$ cat config.mk
export PLATFORM = sky130hd
export DESIGN_NAME = uart_tx_mmio_flat
export DESIGN_NICKNAME = d
export VERILOG_FILES = /design/src/rtl/uart_tx_mmio_pkg.sv /design/src/rtl/uart_tx_mmio_if.sv /design/src/rtl/uart_tx_mmio_fifo.sv /design/src/rtl/uart_tx_mmio.sv /design/src/flat_wrapper.sv
export SDC_FILE = /design/constraint.sdc
export NUM_CORES = 1
export LEC_CHECK = 0
export BUFFER_PORTS_ARGS = -buffer_cell sky130_fd_sc_hd__buf_2
export CAP_MARGIN = 20
export CORE_UTILIZATION = 55
export DETAILED_ROUTE_END_ITERATION = 7
export GPL_TIMING_DRIVEN = 1
export HOLD_SLACK_MARGIN = 0.02
export PLACE_DENSITY = 0.75
export SLEW_MARGIN = 20
export SYNTH_ARGS = -nofsm -noshare
export SYNTH_HDL_FRONTEND = slang
export SYNTH_HIERARCHICAL = 1
export SYNTH_SLANG_ARGS = --single-unit
$ cat constraint.sdc
create_clock -name clk -period 8.35 [get_ports clk]
set_input_delay 1.67 -clock clk [delete_from_list [all_inputs] [get_ports clk]]
set_output_delay 1.67 -clock clk [all_outputs]
set_load 0.01 [all_outputs]
$ cat src/rtl/uart_tx_mmio_pkg.sv
`default_nettype none
// +------------------------------------------------------------------+
// | uart_pkg : register map, status bit positions and FSM encoding   |
// | Rev 1.0                                                          |
// +------------------------------------------------------------------+
package uart_pkg;

  localparam logic [1:0] REG_DATA   = 2'd0;
  localparam logic [1:0] REG_STATUS = 2'd1;
  localparam logic [1:0] REG_DIV    = 2'd2;

  localparam int STAT_BUSY    = 0;
  localparam int STAT_FULL    = 1;
  localparam int STAT_EMPTY   = 2;
  localparam int STAT_OVERRUN = 3;
  localparam int STAT_CNT_LSB = 4;

  typedef enum logic [1:0] {
    IDLE  = 2'd0,
    START = 2'd1,
    DATA  = 2'd2,
    STOP  = 2'd3
  } tx_state_t;

  // FIFO occupancy as reported in the 4-bit STATUS count field.
  function automatic logic [3:0] sat_count(input int unsigned v);
    return (v > 15) ? 4'hF : v[3:0];
  endfunction

endpackage
`default_nettype wire

$ cat src/rtl/uart_tx_mmio_if.sv
`default_nettype none
// +------------------------------------------------------------------+
// | uart_tx_mmio_if : CPU-side register bus of the UART transmitter  |
// | Rev 1.0                                                          |
// +------------------------------------------------------------------+
interface uart_tx_mmio_if;
  logic        cs;
  logic        rw;
  logic [1:0]  reg_sel;
  logic [15:0] data_in;
  logic [15:0] data_out;

  modport master (output cs, output rw, output reg_sel, output data_in, input data_out);
  modport slave  (input cs, input rw, input reg_sel, input data_in, output data_out);
endinterface
`default_nettype wire

$ cat src/rtl/uart_tx_mmio_fifo.sv
`default_nettype none
// +------------------------------------------------------------------+
// | sync_fifo : first-word-fall-through FIFO, push+pop legal when full|
// | Rev 1.0                                                          |
// +------------------------------------------------------------------+
module sync_fifo #(
  parameter int W     = 8,
  parameter int DEPTH = 8
) (
  input  logic                     clk,
  input  logic                     reset,
  input  logic                     push_i,
  input  logic [W-1:0]             din_i,
  input  logic                     pop_i,
  output logic [W-1:0]             dout_o,
  output logic                     full_o,
  output logic                     empty_o,
  output logic [$clog2(DEPTH):0]   count_o
);
  localparam int AW = $clog2(DEPTH);

  logic [W-1:0]  mem_q [DEPTH];
  logic [AW-1:0] wptr_q, rptr_q;
  logic [AW:0]   count_q;
  logic          do_push, do_pop;

  assign do_pop  = pop_i && (count_q != '0);
  // When full, a simultaneous pop frees the slot the push lands in.
  assign do_push = push_i && ((count_q != (AW+1)'(DEPTH)) || do_pop);

  always_ff @(posedge clk) begin
    if (do_push) mem_q[wptr_q] <= din_i;
  end

  always_ff @(posedge clk) begin
    if (reset) begin
      wptr_q  <= '0;
      rptr_q  <= '0;
      count_q <= '0;
    end else begin
      if (do_push) wptr_q <= wptr_q + AW'(1);
      if (do_pop)  rptr_q <= rptr_q + AW'(1);
      case ({do_push, do_pop})
        2'b10:   count_q <= count_q + (AW+1)'(1);
        2'b01:   count_q <= count_q - (AW+1)'(1);
        default: count_q <= count_q;
      endcase
    end
  end

  assign dout_o  = mem_q[rptr_q];
  assign full_o  = (count_q == (AW+1)'(DEPTH));
  assign empty_o = (count_q == '0);
  assign count_o = count_q;
endmodule
`default_nettype wire

$ cat src/rtl/uart_tx_mmio.sv
`default_nettype none
// +------------------------------------------------------------------+
// | uart_tx_mmio : memory-mapped 8N1 UART transmitter with FIFO      |
// | Rev 1.0                                                          |
// +------------------------------------------------------------------+
module uart_tx_mmio
  import uart_pkg::*;
#(
  parameter int          FIFO_DEPTH = 8,
  parameter logic [15:0] DIV_RESET  = 16'd867
) (
  input  logic           clk,
  input  logic           reset,
  uart_tx_mmio_if.slave  bus,
  output logic           txd
);
  tx_state_t   state_q, state_d;
  logic [15:0] div_q, div_d;
  logic [15:0] frame_div_q, frame_div_d;
  logic [15:0] cnt_q, cnt_d;
  logic [2:0]  bit_q, bit_d;
  logic [7:0]  shift_q, shift_d;
  logic        txd_q, txd_d;
  logic        ovr_q, ovr_d;
  logic [15:0] rdata_q, rdata_d;
  logic [15:0] status;

  logic        wr_en, rd_en, bit_end, pop, push_req, push;
  logic [7:0]  fifo_dout;
  logic        fifo_full, fifo_empty;
  logic [$clog2(FIFO_DEPTH):0] fifo_count;

  assign wr_en    = bus.cs && !bus.rw;
  assign rd_en    = bus.cs && bus.rw;
  assign bit_end  = (cnt_q == frame_div_q);
  assign pop      = !fifo_empty && ((state_q == IDLE) || ((state_q == STOP) && bit_end));
  assign push_req = wr_en && (bus.reg_sel == REG_DATA);
  assign push     = push_req && (!fifo_full || pop);

  sync_fifo #(.W(8), .DEPTH(FIFO_DEPTH)) u_fifo (
    .clk     (clk),
    .reset   (reset),
    .push_i  (push),
    .din_i   (bus.data_in[7:0]),
    .pop_i   (pop),
    .dout_o  (fifo_dout),
    .full_o  (fifo_full),
    .empty_o (fifo_empty),
    .count_o (fifo_count)
  );

  always_ff @(posedge clk) begin
    if (reset) state_q <= IDLE;
    else       state_q <= state_d;
  end

  always_comb begin
    state_d = state_q;
    case (state_q)
      IDLE:    if (!fifo_empty) state_d = START;
      START:   if (bit_end) state_d = DATA;
      DATA:    if (bit_end && (bit_q == 3'd7)) state_d = STOP;
      STOP:    if (bit_end) state_d = fifo_empty ? IDLE : START;
      default: state_d = IDLE;
    endcase
  end

  // Bit timing and the next txd level are decided here so txd is a pure flop.
  always_comb begin
    cnt_d       = cnt_q;
    bit_d       = bit_q;
    shift_d     = shift_q;
    frame_div_d = frame_div_q;
    txd_d       = 1'b1;
    if (pop) begin
      cnt_d       = '0;
      bit_d       = '0;
      shift_d     = fifo_dout;
      frame_div_d = div_q;
    end else if (state_q != IDLE) begin
      if (bit_end) begin
        cnt_d = '0;
        if (state_q == DATA) begin
          bit_d   = bit_q + 3'd1;
          shift_d = {1'b0, shift_q[7:1]};
        end
      end else begin
        cnt_d = cnt_q + 16'd1;
      end
    end
    case (state_d)
      START:   txd_d = 1'b0;
      DATA:    txd_d = shift_d[0];
      default: txd_d = 1'b1;
    endcase
  end

  always_comb begin
    div_d = div_q;
    if (wr_en && (bus.reg_sel == REG_DIV)) div_d = bus.data_in;
    // A drop in the same cycle as a STATUS read wins over the clear.
    ovr_d = ovr_q;
    if (rd_en && (bus.reg_sel == REG_STATUS)) ovr_d = 1'b0;
    if (push_req && !push) ovr_d = 1'b1;
    status                        = '0;
    status[STAT_BUSY]             = (state_q != IDLE);
    status[STAT_FULL]             = fifo_full;
    status[STAT_EMPTY]            = fifo_empty;
    status[STAT_OVERRUN]          = ovr_q;
    status[STAT_CNT_LSB +: 4]     = sat_count(32'(fifo_count));
    rdata_d = '0;
    if (rd_en) begin
      case (bus.reg_sel)
        REG_STATUS: rdata_d = status;
        REG_DIV:    rdata_d = div_q;
        default:    rdata_d = '0;
      endcase
    end
  end

  always_ff @(posedge clk) begin
    if (reset) begin
      div_q       <= DIV_RESET;
      frame_div_q <= DIV_RESET;
      cnt_q       <= '0;
      bit_q       <= '0;
      shift_q     <= '0;
      txd_q       <= 1'b1;
      ovr_q       <= 1'b0;
      rdata_q     <= '0;
    end else begin
      div_q       <= div_d;
      frame_div_q <= frame_div_d;
      cnt_q       <= cnt_d;
      bit_q       <= bit_d;
      shift_q     <= shift_d;
      txd_q       <= txd_d;
      ovr_q       <= ovr_d;
      rdata_q     <= rdata_d;
    end
  end

  assign txd          = txd_q;
  assign bus.data_out = rdata_q;
endmodule
`default_nettype wire

$ cat src/flat_wrapper.sv
// flat-port wrapper written by rule: the top's interface ports become plain ports
module uart_tx_mmio_flat import uart_pkg::*;
#(
  parameter int          FIFO_DEPTH = 8,
  parameter logic [15:0] DIV_RESET  = 16'd867
)
  (clk, reset, txd, bus_cs, bus_rw, bus_reg_sel, bus_data_in, bus_data_out);
  uart_tx_mmio_if bus_i ();
  input  logic clk;
  input  logic reset;
  output logic txd;
  input wire logic [$bits(bus_i.cs)-1:0] bus_cs;
  input wire logic [$bits(bus_i.rw)-1:0] bus_rw;
  input wire logic [$bits(bus_i.reg_sel)-1:0] bus_reg_sel;
  input wire logic [$bits(bus_i.data_in)-1:0] bus_data_in;
  output wire logic [$bits(bus_i.data_out)-1:0] bus_data_out;
  assign bus_i.cs = bus_cs;
  assign bus_i.rw = bus_rw;
  assign bus_i.reg_sel = bus_reg_sel;
  assign bus_i.data_in = bus_data_in;
  assign bus_data_out = bus_i.data_out;
  uart_tx_mmio #(.FIFO_DEPTH(FIFO_DEPTH), .DIV_RESET(DIV_RESET)) u_core (.clk(clk), .reset(reset), .bus(bus_i), .txd(txd));
endmodule
== Word level (Yosys, flattened, before mapping) ==
Memory sizes are Yosys's and may differ from the RTL's. A register that Yosys moved wholly into a read port is not among the register bits.
Cells that the tools add are included.

* Multiplexer cells: 20
* Eq/ne operators: 13
* Bitwise operators: 1
* Add/subtract/negate cells: 6
* Reductions and logical operators: 33

{| class="wikitable"
|+ Operators with widths
! cell !! count
|-
| 8-bit two-way mux || 4
|-
| 16-bit one-hot mux with 2 select lines || 1
|-
| 16-bit by 1-bit adder with 16-bit output, second input constant || 1
|-
| 16-bit equality test || 1
|-
| 16-bit two-way mux || 1
|-
| 1-bit logical AND || 12
|-
| 2-bit nonzero test || 6
|-
| 2-bit equality test, second input constant || 5
|-
| 3-bit by 1-bit adder with 3-bit output, second input constant || 3
|-
| 2-bit by 1-bit equality test with 1-bit output, second input constant || 4
|-
| 2-bit two-way mux || 4
|-
| 2-bit one-hot mux with 4 select lines || 1
|-
| 4-bit one-hot mux with 2 select lines || 1
|-
| 3-bit two-way mux || 2
|-
| 3-bit AND reduction || 2
|-
| 1-bit two-way mux || 5
|-
| 4-bit by 1-bit adder with 4-bit output, second input constant || 1
|-
| 4-bit equality test, second input constant || 1
|-
| 1-bit zero test || 4
|-
| 2-bit zero test || 2
|-
| 4-bit zero test || 1
|-
| 4-bit inequality test, second input constant || 1
|-
| 4-bit nonzero test || 1
|-
| 2-bit OR reduction || 2
|-
| other kinds (5) || 7
|}

* Memories kept: 1
* Logic and storage cells: 87
* Bits of input ports: 22
* Bits in registers: 89
* Memory bits (writable): 64
* Output and inout port bits: 17

{| class="wikitable"
|+ Memories
! memory !! words !! width !! rd ports !! clocked after memory_dff !! write ports !! line !! text
|-
| u_core.u_fifo.mem_q || 8 || 8 || 1 || 1 || 1 || uart_tx_mmio_fifo.sv:22 || <nowiki>logic [W-1:0] mem_q [DEPTH];</nowiki>
|}

== Logic depth before layout (Yosys ltp) ==
* Word-level depth: 9
* Mapped depth: 15
* Mapped depth without buffers: 13

== By module ==
Netlist, hierarchy kept.

{| class="wikitable"
|+ Modules (own cells, without submodules)
! module !! seq. area each (µm²) !! cells an instance !! instances !! area each (µm²)
|-
| uart_tx_mmio || 1581.5 || 375 || 1 || 3274.4
|-
| sync_fifo || 2182.1 || 176 || 1 || 3203.1
|}

== Worst setup path before layout ==
OpenSTA, ideal clock, no wires.

* Kind: input -> register
* From: input bus_cs
* To: memory u_core.u_fifo.mem_q[0][0] (enable)
* Setup time: 0.395 ns
* Stages: 6
* Data required time: 7.955 ns
* Buffers on the path: 1
* Arrival time: 3.253 ns
* Path slack: 4.702 ns
* Cell sequence: nor2b_1 -> nand2_1 -> a21oi_1 -> buf_2 -> o21ai_4 -> nor4_1

* Longest elaborated chain between the ends: 6

{| class="wikitable"
|+ RTL lines
! element !! line !! text
|-
| start: declaration || flat_wrapper.sv:12 || <nowiki>input wire logic [$bits(bus_i.cs)-1:0] bus_cs;</nowiki>
|-
| 1-bit logical AND || uart_tx_mmio.sv:33 || <nowiki>assign wr_en = bus.cs && !bus.rw;</nowiki>
|-
| 1-bit logical AND || uart_tx_mmio.sv:37 || <nowiki>assign push_req = wr_en && (bus.reg_sel == REG_DATA);</nowiki>
|-
| 1-bit logical AND || uart_tx_mmio.sv:38 || <nowiki>assign push = push_req && (!fifo_full || pop);</nowiki>
|-
| named net u_core.push || uart_tx_mmio.sv:28 || <nowiki>logic wr_en, rd_en, bit_end, pop, push_req, push;</nowiki>
|-
| 1-bit logical AND || uart_tx_mmio_fifo.sv:29 || <nowiki>assign do_push = push_i && ((count_q != (AW+1)'(DEPTH)) || do_pop);</nowiki>
|-
| 1-bit two-way mux || uart_tx_mmio_fifo.sv:32 || <nowiki>if (do_push) mem_q[wptr_q] <= din_i;</nowiki>
|-
| 1-bit two-way mux (implied by the code) || uart_tx_mmio_fifo.sv:32 ||
|-
| end: declaration || uart_tx_mmio_fifo.sv:22 ||
|}

The timed path passes the listed nets, and every way through them passes these cells.

== Worst setup path after layout ==
* From: register u_core.u_fifo.count_q[1] (netlist: u_core/u_fifo/count_o[1])
* To: register u_core.u_fifo.count_q[3] (netlist: u_core/u_fifo/count_o[3])

* Longest elaborated chain between the ends: 8
* Elaborated cells between the ends (all ways): 18
* Classes of those cells: add/sub: 2; eq/ne: 4; mux: 1; reduce/logical: 11

{| class="wikitable"
|+ RTL lines
! element !! line !! text
|-
| start: declaration || uart_tx_mmio_fifo.sv:24 || <nowiki>logic [AW:0] count_q;</nowiki>
|-
| start signal: assignment || uart_tx_mmio_fifo.sv:44 || <nowiki>2'b10: count_q <= count_q + (AW+1)'(1);</nowiki>
|-
| start signal: assignment || uart_tx_mmio_fifo.sv:45 || <nowiki>2'b01: count_q <= count_q - (AW+1)'(1);</nowiki>
|-
| start signal: assignment || uart_tx_mmio_fifo.sv:46 || <nowiki>default: count_q <= count_q;</nowiki>
|-
| 4-bit zero test (*) || uart_tx_mmio_fifo.sv:53 || <nowiki>assign empty_o = (count_q == '0);</nowiki>
|-
| named net u_core.fifo_empty || uart_tx_mmio.sv:30 || <nowiki>logic fifo_full, fifo_empty;</nowiki>
|-
| 1-bit zero test (*) || uart_tx_mmio.sv:36 || <nowiki>assign pop = !fifo_empty && ((state_q == IDLE) || ((state_q == STOP) && bit_end));</nowiki>
|-
| 1-bit logical AND (*) || uart_tx_mmio.sv:36 ||
|-
| 1-bit logical OR / 1-bit logical AND (equally long branches) || uart_tx_mmio.sv:38, uart_tx_mmio_fifo.sv:27 ||
|-
| 1-bit logical AND / 1-bit logical OR (equally long branches) || uart_tx_mmio.sv:38, uart_tx_mmio_fifo.sv:29 ||
|-
| 1-bit logical AND || uart_tx_mmio_fifo.sv:29 ||
|-
| 2-bit by 1-bit equality test with 1-bit output / 2-bit equality test (equally long branches) || uart_tx_mmio_fifo.sv:43 || <nowiki>case ({do_push, do_pop})</nowiki>
|-
| 4-bit one-hot mux with 2 select lines / 2-bit nonzero test (equally long branches) || -- ||
|}

The timed path passes the listed nets; every way through them passes the cells marked *.
A chain may end at the register's enable or synchronous reset.

==> impl_results.md <==
- Status: completed
- Clock Tree Root: clkbuf_16
- Largest area contributor in the netlist: edfxtp_1
- First-pass GRT wire length: 20.6 mm
- Die width: 111 um
- VDD IR max: ~0.17 mV
- Layout area overhead: 13.8%
- Vias in the first global route: 4122
- Clock Latency Late Sink: approximately 0.42 ns
- Async set-reset flop share out of synthesis: 0%
- CTS tree: yes
- Number of flops mapped to enable cells by yosys: 64
- Post-synthesis sequential area ratio: between 50% and 60%
- Combinational power share: 2.3%
- Final hold viol count: 0
- Cells after Synth: about 550
- Yosys warning count: 6
- Drt first pass iters: 4
- Util after Layout: 64.3%
- CTS Buf Count: 17
- Initial antenna violation count: 0
- Die area: 0.0122 sq mm
- Starting Density: between 50% and 60%
- DRC Markers: 0
- RSZ-0062 raised after global routing: no
- Critical path class: register to register
- Slew HR: 31.8%
- CP max stage cell: or3_1
- Max Slew Vio Count: 0
- Net Sw Frac: 20.7%
- CP arrival: 4.48 ns
- Final #Nets: 614
- WHS Path Cells: 2
- CP cell instances: or3_1, nor2_1, nor2_1, a21oi_2, inv_1, o21ai_2, or2_2, inv_1, ha_1, a21oi_1, nor4bb_1, o21bai_1, a31oi_1
- Pre-CTS WS: 3.75 ns
- Reg2reg path depth: 13
- WHS Endpoint: u_core/frame_div_q[11]
- Main synth FF type: dfxtp_1
- FF+latch count, synth: 156
- Fill count: 848
- Gr usage total: between 20 and 25%
- DRT iter0 DRCs: 370
- Row Count: 39
- CTS H-tree lvls: 4
- Final period util: 49.6%
- N_diodes: 0
- Worst slew pin tran: 1.02 ns
- Die height: roughly 110 um
- Post-CTS Resized: 0
- Placer Congestion: around 0.8
- Clk sinks: 156
- Critical Path RT: between 8 and 9 ns
- Internal power: 1.33 mW
- Hold Crit Start: u_core/frame_div_q[11]
- Max Freq: 242 MHz
- CTS Buffer Depth: 2
- Final setup fails: 0
- Worst setup EP type: register
- HPWL after detailed placement: 8.48 mm
- Worst R2R End: u_core/u_fifo/count_o[3]
- Vias per cell: 5.67
- Pwr per Cell Area: 227 mW/mm^2
- Worst min-delay path category: register to register
- Top-count cell post-synth: dfxtp_1
- Post-CTS Setup Repair Bufs: 0
- CP Launch Type: register
- Vias: between 4000 and 5000
- Synthesized Nets: 584
- GRT overflow: 0
- Psw: 0.347 mW
- Clock power share: 49.8%
- WL/cell: 17.1 um
- Area contributors post-synth: edfxtp_1 30%, dfxtp_1 28%, nand2_1 4.7%, mux4_1 4.1%, xnor2_1 3.4%
- Layout cells sized above 1: about 17%
- Slowest stage delay, CP: between 0.5 and 0.6 ns
- Reg2Reg Launch Point: u_core/u_fifo/count_o[1]
- Syn_area_per_cell: about 12 sq um
- Worst-path fanout max: 29
- Sequential share of power: 47.9%
- Max cap viols: 0
- Synth top cells by count: 92 x dfxtp_1, 81 x nand2_1, 64 x edfxtp_1, 56 x nor2_1, 29 x a21oi_1
- Leakage: 2.62 nW
- Tmin final: between 4 and 5 ns
- IO Port Bufs: 38
- Setup TNS after final layout: 0 ns
- Post-CTS Hold Fix Bufs: 0
- Fin worst setup slack: 4.21 ns
- Register-to-register setup slack: 4.21 ns
- Final ANT Viol Nets: 0
- Placeable core region: between 0.01 and 0.015 sq mm
- Largest net degree at the start of global routing: 65
- Clock Pin Slew Worst Setup and Hold Paths: 0.06 ns
- Clk_skew: 0.00970 ns
- Synth cell types: 53
- Synthesized area: 0.00648 sq mm
- Routed WL: 12.6 mm
- Yosys top cell area share: 29.7%
- I/O pin cnt: 39
## kinds of logic (layout without fill, tap and decap cells)
family                   Yosys count  after routing  share of synthesized area [%]
multiplexers                      36             36                           9.39
buffers and inverters             39             82                           3.09
XOR/XNOR                          39             39                           5.39
adder cells (fa/ha/maj)           11             11                           2.24
AO/OA/AOI/OAI                     63             63                           6.63
AND/OR/NAND/NOR                  207            207                           15.2
flip-flops                       156            156                           58.1
## power by group through the flow
| stage | sequential (mW) | clock, mW | combinational [mW] |
|---|---|---|---|
| 6_report | 0.801 | 0.833 | 0.0391 |
| 5_1_grt | 0.801 | 0.870 | 0.0435 |
| 2_1_floorplan | 0.817 | 0 | 0.0221 |
| 3_3_place_gp | 0.818 | 0 | 0.0378 |
| 3_5_place_dp | 0.818 | 0 | 0.0388 |
| 4_1_cts | 0.801 | 0.840 | 0.0392 |
## worst max-delay path by stage
| stage | startpoint | end | cells after the start |
|---|---|---|---|
| floorplan | bus_cs | u_core/u_fifo/mem_q[0][0] | 6 |
| global placement | bus_cs | u_core/u_fifo/mem_q[4][3] | 6 |
| detailed placement | bus_cs | u_core/u_fifo/mem_q[4][4] | 6 |
| CTS | bus_cs | u_core/u_fifo/mem_q[4][3] | 6 |
| global route | u_core/cnt_q[8] | u_core/u_fifo/count_o[3] | 13 |
| finish | u_core/u_fifo/count_o[1] | u_core/u_fifo/count_o[3] | 13 |
## sequential cells by signal (all words and copies together) (netlist names), named ones only
register / flops
u_core/u_fifo/mem_q: 64
u_core/bus.data_out: 16
u_core/cnt_q: 16
u_core/div_q: 16
u_core/frame_div_q: 16
u_core/shift_q: 8
u_core/u_fifo/count_o: 4
u_core/bit_q: 3
u_core/u_fifo/rptr_q: 3
u_core/u_fifo/wptr_q: 3
u_core/state_q: 2
u_core/ovr_q: 1
u_core/txd: 1
## routing by layer
metal  vias up  wire length, um  global-route usage (%)
met5         -                0                       0
met4         0              129                    8.53
met3        12              521                    4.77
met2       113             6180                    36.7
met1      2027             5740                    27.8
li1       2024                -                       -
## critical path: cells and delay by family, from the launching register on
family	cells	cell delay [ns]
flip-flops	1	0.38
AND/OR/NAND/NOR	5	1.66
AO/OA/AOI/OAI	5	1.11
adder cells (fa/ha/maj)	1	0.31
buffers and inverters	2	0.57
## metrics by stage
| step | instance area [sq um] | cells | hold WS [ns] | power (mW) |
|---|---|---|---|---|
| floorplan | 6480 | 551 | 0.432 | 0.839 |
| global placement | 6710 | 705 | 0.447 | 0.855 |
| detailed placement | 6710 | 705 | 0.447 | 0.857 |
| CTS | 7350 | 737 | 0.476 | 1.68 |
| global route | 7370 | 737 | 0.494 | 1.71 |
| finish | 7370 | 737 | 0.475 | 1.67 |
## final cells by class
type,count,area (sq um),share of cell area (%)
Inverter,9,33.8,0.458
Clock buffer,18,439,5.96
Timing Repair Buffer,41,213,2.89
Tap cell,143,179,2.43
Multi-Input combinational cell,356,2540,34.4
Clock inverter,14,206,2.80
Sequential cell,156,3760,51.1
## layout by cell type, fill, tap and decap left out, types with 3 or more instances in the layout
master and instances:
mux4_2 6, inv_8 3, and2_1 10, nor3_2 4, nor3_1 6, ha_1 10
mux4_1 10, nor2_1 56, buf_4 3, mux2_2 8, xor2_1 13, a22oi_1 9
clkbuf_16 17, nand3b_1 14, nand4_1 7, dfxtp_1 92, nand2b_1 5, xnor2_1 25
nand2_1 81, bufinv_16 4, nand3_1 9, a211oi_1 7, inv_1 9, or2_2 3
o211ai_1 3, edfxtp_1 64, a211o_1 3, a21oi_1 28, mux2i_1 12, buf_2 38
(Power assumes the default switching activity.)
